<file path="config.mk">
export PLATFORM = sky130hd
export DESIGN_NAME = pe_tile_feeder
export DESIGN_NICKNAME = d
export VERILOG_FILES = /design/src/rtl/pe_tile_feeder.sv
export SDC_FILE = /design/constraint.sdc
export NUM_CORES = 2
export LEC_CHECK = 0
export ABC_AREA = 1
export BUFFER_PORTS_ARGS = -buffer_cell sky130_fd_sc_hd__buf_2
export CORE_UTILIZATION = 50
export CTS_BUF_LIST = sky130_fd_sc_hd__clkbuf_4
export CTS_CLUSTER_DIAMETER = 100
export DETAILED_ROUTE_END_ITERATION = 8
export PLACE_DENSITY = 0.71
export SLEW_MARGIN = 20
export SYNTH_ARGS = -nofsm -noshare
export SYNTH_HDL_FRONTEND = slang
export SYNTH_SLANG_ARGS = --single-unit
</file>
<file path="constraint.sdc">
create_clock -name clk -period 2 [get_ports clk]
set_clock_uncertainty 0.2 [all_clocks]
set_input_delay 0 -clock clk [delete_from_list [all_inputs] [get_ports clk]]
set_output_delay 0 -clock clk [all_outputs]
set_load 0.05 [all_outputs]
</file>
<file path="src/rtl/pe_tile_feeder.sv">
// Transmit side of the systolic-array tile protocol: accepts a tile command plus K paired
// A/B beats, skews them onto the array edges and reports completion after the wavefront drains.
module pe_tile_feeder #(
    parameter int R         = 16,
    parameter int C         = 12,
    parameter int DW        = 16,
    parameter int KW        = 16,
    parameter int DRAIN_LAT = R + C
) (
    input  logic            clk,
    input  logic            rstn,
    input  logic            en_i,
    input  logic            cmd_valid_i,
    output logic            cmd_ready_o,
    input  logic [KW-1:0]   cmd_k_i,
    input  logic            a_vec_valid_i,
    output logic            a_vec_ready_o,
    input  logic [R*DW-1:0] a_vec_data_i,
    input  logic            b_vec_valid_i,
    output logic            b_vec_ready_o,
    input  logic [C*DW-1:0] b_vec_data_i,
    output logic            arr_start_o,
    output logic            arr_clear_acc_o,
    output logic [KW-1:0]   arr_k_o,
    output logic [R*DW-1:0] arr_a_data_o,
    output logic [R-1:0]    arr_a_valid_o,
    output logic [C*DW-1:0] arr_b_data_o,
    output logic [C-1:0]    arr_b_valid_o,
    input  logic            arr_done_i,
    output logic            busy_o,
    output logic            tile_done_o
);

    localparam int DCW = $clog2(DRAIN_LAT + 1);

    typedef enum logic [2:0] {IDLE, START, STREAM, DRAIN, WAIT} state_e;

    state_e         state_q;
    logic [KW-1:0]  kLat_q;
    logic [KW-1:0]  beatCnt_q;
    logic [DCW-1:0] drainCnt_q;
    logic           doneSeen_q;
    logic           arrStart_q;
    logic           fire;
    logic           lastBeat;
    logic           doneNow;

    assign fire     = en_i & a_vec_valid_i & b_vec_valid_i & (state_q == STREAM);
    assign lastBeat = (beatCnt_q == kLat_q - KW'(1));
    assign doneNow  = doneSeen_q | arr_done_i;

    // cmd_ready is gated by rstn so that every output reads 0 while reset is held
    assign cmd_ready_o     = rstn & en_i & (state_q == IDLE);
    assign a_vec_ready_o   = fire;
    assign b_vec_ready_o   = fire;
    assign tile_done_o     = en_i & (state_q == WAIT) & doneNow;
    assign busy_o          = (state_q != IDLE);
    assign arr_start_o     = arrStart_q;
    assign arr_clear_acc_o = arrStart_q;
    assign arr_k_o         = kLat_q;

    always_ff @(posedge clk or negedge rstn) begin
        if (!rstn) begin
            state_q    <= IDLE;
            kLat_q     <= '0;
            beatCnt_q  <= '0;
            drainCnt_q <= '0;
            doneSeen_q <= 1'b0;
            arrStart_q <= 1'b0;
        end else if (en_i) begin
            if (state_q != IDLE && arr_done_i) begin
                doneSeen_q <= 1'b1;
            end
            unique case (state_q)
                IDLE: begin
                    if (cmd_valid_i) begin
                        kLat_q     <= cmd_k_i;
                        beatCnt_q  <= '0;
                        drainCnt_q <= '0;
                        doneSeen_q <= 1'b0;
                        arrStart_q <= 1'b1;
                        state_q    <= START;
                    end
                end
                START: begin
                    arrStart_q <= 1'b0;
                    state_q    <= (kLat_q != '0) ? STREAM : DRAIN;
                end
                STREAM: begin
                    if (fire) begin
                        beatCnt_q <= beatCnt_q + KW'(1);
                        if (lastBeat) begin
                            state_q <= DRAIN;
                        end
                    end
                end
                DRAIN: begin
                    if (drainCnt_q == DCW'(DRAIN_LAT - 1)) begin
                        state_q <= WAIT;
                    end else begin
                        drainCnt_q <= drainCnt_q + DCW'(1);
                    end
                end
                WAIT: begin
                    if (doneNow) begin
                        state_q <= IDLE;
                    end
                end
                default: state_q <= IDLE;
            endcase
        end
    end

    // A lane r is a delay line of r+1 stages; non-fire cycles push a zero bubble
    for (genvar r = 0; r < R; r++) begin : gALane
        logic [DW-1:0] dLine_q [r+1];
        logic          vLine_q [r+1];

        always_ff @(posedge clk or negedge rstn) begin
            if (!rstn) begin
                for (int j = 0; j <= r; j++) begin
                    dLine_q[j] <= '0;
                    vLine_q[j] <= 1'b0;
                end
            end else if (en_i) begin
                dLine_q[0] <= fire ? a_vec_data_i[r*DW +: DW] : '0;
                vLine_q[0] <= fire;
                for (int j = 1; j <= r; j++) begin
                    dLine_q[j] <= dLine_q[j-1];
                    vLine_q[j] <= vLine_q[j-1];
                end
            end
        end

        assign arr_a_data_o[r*DW +: DW] = dLine_q[r];
        assign arr_a_valid_o[r]         = vLine_q[r];
    end

    for (genvar c = 0; c < C; c++) begin : gBLane
        logic [DW-1:0] dLine_q [c+1];
        logic          vLine_q [c+1];

        always_ff @(posedge clk or negedge rstn) begin
            if (!rstn) begin
                for (int j = 0; j <= c; j++) begin
                    dLine_q[j] <= '0;
                    vLine_q[j] <= 1'b0;
                end
            end else if (en_i) begin
                dLine_q[0] <= fire ? b_vec_data_i[c*DW +: DW] : '0;
                vLine_q[0] <= fire;
                for (int j = 1; j <= c; j++) begin
                    dLine_q[j] <= dLine_q[j-1];
                    vLine_q[j] <= vLine_q[j-1];
                end
            end
        end

        assign arr_b_data_o[c*DW +: DW] = dLine_q[c];
        assign arr_b_valid_o[c]         = vLine_q[c];
    end

endmodule

</file>
==> out/qor.log <==
INFO  power          power.internal=120000uW
INFO  finish         flow.area_growth_from_synthesis=28.6%
INFO  synthesis      ys_seq_area_share=65.4%
INFO  worst_setup_path worst_ep_arrival=2.92ns
INFO  worst_setup_path setup.worst_path.end_class=output port
INFO  route          ant_nets=0
INFO  sta            rsz_0062_raised_after_global_routing=yes
INFO  route          detail_route.iter0.violations=13100
INFO  power          leakagePower=0.0953uW
INFO  finish         final_core_util=64.7%
INFO  route          detail_route.wl_per_cell=19.4um
INFO  power          p_sw_share=32.4%
INFO  worst_setup_path worstPathRequired=1.80ns
INFO  cts            clockBufferDepth=4
INFO  synthesis      ys_seq_elements=3482
INFO  sta            layout_setup_ws=-1.12ns
INFO  synthesis      total_nets_after_synthesis=15000
INFO  sta            final_cycle_share=156%
INFO  floorplan      initial_core_utilization=50.3%
INFO  run_status     outcome=finished with violations
INFO  sta            max_slew_margin=41.0%
INFO  sta            finalHoldViolCount=13
INFO  worst_setup_path timing.critical_path.from_type=input pin
INFO  place          detailedPlacementHpwl=186000um
INFO  place          globalplace.congestion=0.852
INFO  finish         drive_above_1_share=17.1%
INFO  power          net-switching-power=57500uW
INFO  cts            clk-insertion-delay-late=1.50ns
INFO  finish         layout.filler_cells=19100
INFO  global_routing vias_in_the_first_global_route=107000
INFO  route          vias_per_cell=5.34
INFO  sta            fin_crit=3.12ns
INFO  floorplan      rows=189
INFO  global_routing grt_pass1_wl=561000um
INFO  run            cap_violations=0
INFO  cts            h-tree-depth=6
INFO  global_routing gr-usage-all-layers=25.5%
INFO  hold_path      whs_path_depth=6
INFO  cts            clk_root_buffer_cell=clkbuf_4
INFO  sta            worst_hold_slack=-0.351ns
INFO  global_routing grt_antenna_before_repair=47
INFO  sta            timing.fmax=320MHz
INFO  sta            totalNegativeSetupSlack=-165.56ns
INFO  power          power.share.sequential=47.2%
INFO  worst_setup_path worstSetupPathType=input pin to output port
INFO  floorplan      floorplan.die_area=269000um^2
INFO  power          ir_drop=1.09mV
INFO  cts            path_clk_slew=0.06ns
INFO  synthesis      syn_avg_cell_area=9.20um^2
INFO  cts            cts_tree=done
INFO  place          port_buffers=969
INFO  global_routing grt_max_degree=178
INFO  synthesis      synthCells=14500
INFO  global_routing globalRoute.totalOverflow=0
INFO  cts            cts_inserted_buffers=860
INFO  sta            finalSetupViolCount=669
INFO  run_status     failed_checks=DRC, hold timing, setup timing
INFO  finish         register_area=87200um^2
INFO  hold_path      min-delay-path-class=input pin to register
INFO  synthesis      post-synth-top-area-cell=dfrtp_1
INFO  floorplan      die_height=518um
INFO  worst_setup_path peak_fanout_along_the_critical_path=53
INFO  route          num_vias=113000
INFO  synthesis      synth.cell_area=133000um^2
INFO  finish         finish.net_count=17600
INFO  route          drt_pass1_iterations=9
INFO  sta            timing_max_transition_violations_final=0
INFO  power          pwr_density_cell=1040nW/um^2
INFO  power          p_clk_share=33.8%
INFO  synthesis      synth_cell_type_count=36
INFO  finish         mostFrequentLayoutCell=nand2_1
INFO  floorplan      fp.coreArea=265000um^2
INFO  synthesis      post-synth-top-area-fraction=65.4%
INFO  cts            numClockSinks=3482
INFO  synthesis      ys_top_cells_by_area=dfrtp_1, nand2_1, a32o_1
INFO  finish         most-common-layout-cells=nand2_1, dfrtp_1, dlygate4sd3_1
INFO  worst_setup_path worstRegToRegCells=16
INFO  floorplan      die_w=518um
INFO  route          drc=301
INFO  finish         multiInputGateArea=39800um^2
INFO  floorplan      io_pins=970
INFO  power          comb_power_share=18.9%
INFO  route          postRouteWirelength=413000um
INFO  synthesis      yosysWarnings=0
INFO  sta            max_slew.worst_pin.slew=0.885ns
==> kinds of logic after synthesis <==
group                    synth area share [%]
multiplexers                          0.00845
AO/OA/AOI/OAI                            3.59
adder cells (fa/ha/maj)                0.0282
XOR/XNOR                                0.142
flip-flops                               65.4
AND/OR/NAND/NOR                          25.9
buffers and inverters                    4.95
==> critical path, stage by stage <==
cell and delay [ns]:
buf_12 0.11, dlygate4sd3_1 0.70, dlygate4sd3_1 0.76, buf_4 0.55, o21ai_1 0.28, nor3_2 0.18, buf_4 0.18, buf_12 0.14
==> cell usage after synthesis (all sizes together) <==
| library cell | count |
|---|---|
| nand2 | 9057 |
| dfrtp | 3482 |
| clkbuf | 768 |
| buf | 480 |
| a32o | 440 |
| inv | 63 |
| o21ai | 53 |
| nor2 | 44 |
| nand3 | 31 |
| nor3 | 12 |
| xor2 | 11 |
| a21oi | 9 |
| xnor2 | 8 |
| nand4 | 4 |
| ha | 3 |
| nor4 | 3 |
| a211oi | 2 |
| o31ai | 2 |
| a22o | 1 |
| a2bb2oi | 1 |
| mux2 | 1 |
| nor3b | 1 |
| o21bai | 1 |
| o22ai | 1 |
| or2 | 1 |
| xnor3 | 1 |
==> worst paths after layout <==
path                                        from                endpoint  slack (ns)
setup / recovery                            en_i             tile_done_o       -1.12
hold / removal                       cmd_valid_i  gBLane[10].vLine_q[10]       -0.35
setup reg to reg                      arr_k_o[1]              state_q[2]       -0.54
hold reg to reg            gALane[5].dLine_q[77]   gALane[5].dLine_q[61]        0.16
max in group asynchronous                   rstn            beatCnt_q[3]        0.21
min in group asynchronous                   rstn       arr_b_data_o[128]        0.25
==> power by group through the flow <==
stage | Clock, uW | Sequential (uW) | Combinational [uW]
floorplan | 0 | 83600 | 16200
finish | 60100 | 84000 | 33600
global placement | 0 | 83800 | 23900
CTS | 59300 | 83000 | 29200
global route | 64500 | 84500 | 35600
detailed placement | 0 | 83900 | 24300
==> through the flow <==
step,setup WS (ns),area [um^2],total power [uW],hold slack (ns),instances
floorplan,-0.00305,133000,99800,-0.496,14500
global placement,-0.114,140000,108000,-0.321,18000
detailed placement,-0.0736,140000,108000,-0.323,18000
CTS,-1.19,165000,171000,-1.42,20600
global route,-1.28,171000,185000,-0.513,21200
finish,-1.12,171000,178000,-0.351,21300
==> final cells by class <==
| class | count | area share (%) |
|---|---|---|
| Clock inverter | 200 | 0.711 |
| Tap cell | 3533 | 2.58 |
| Sequential cell | 3482 | 50.9 |
| Multi-Input combinational cell | 9687 | 23.2 |
| Timing Repair Buffer | 3026 | 17.0 |
| Clock buffer | 1242 | 5.44 |
| Antenna cell | 33 | 0.0482 |
| Inverter | 63 | 0.155 |
==> metal layers <==
layer / routed length, um / global-route usage [%] / vias to the layer above / part of all wire (%)
li1: - / - / 50100 / -
met1: 152000 / 33.1 / 54000 / 37
met2: 185000 / 39.3 / 6951 / 45
met3: 43500 / 5.94 / 2403 / 11
met4: 32200 / 15.3 / 46 / 7.8
met5: 731 / 0 / - / 0.18
==> flip-flops by register name (all words and copies together), names as in the netlist <==
signal / flops
arr_k_o: 16
gBLane.dLine_q: 1072
gALane.dLine_q: 1936
beatCnt_q: 16
doneSeen_q: 1
state_q: 3
arr_a_data_o: 240
drainCnt_q: 5
arr_clear_acc_o: 1
arr_a_valid_o: 2
arr_b_data_o: 176
gALane.vLine_q: 7
gBLane.vLine_q: 7
==> what timing repair did <==
item | CTS | global route
setup buffers | 164 | 148
setup endpoints to repair | 503 | 583
hold buffers | 953 | 484
hold endpoints to repair | 6964 | 970
pin swaps | 11 | 22
gates resized for setup | 1096 | 87
cloned | 1 | 1
Note: power is estimated with default switching activity, not from simulation.
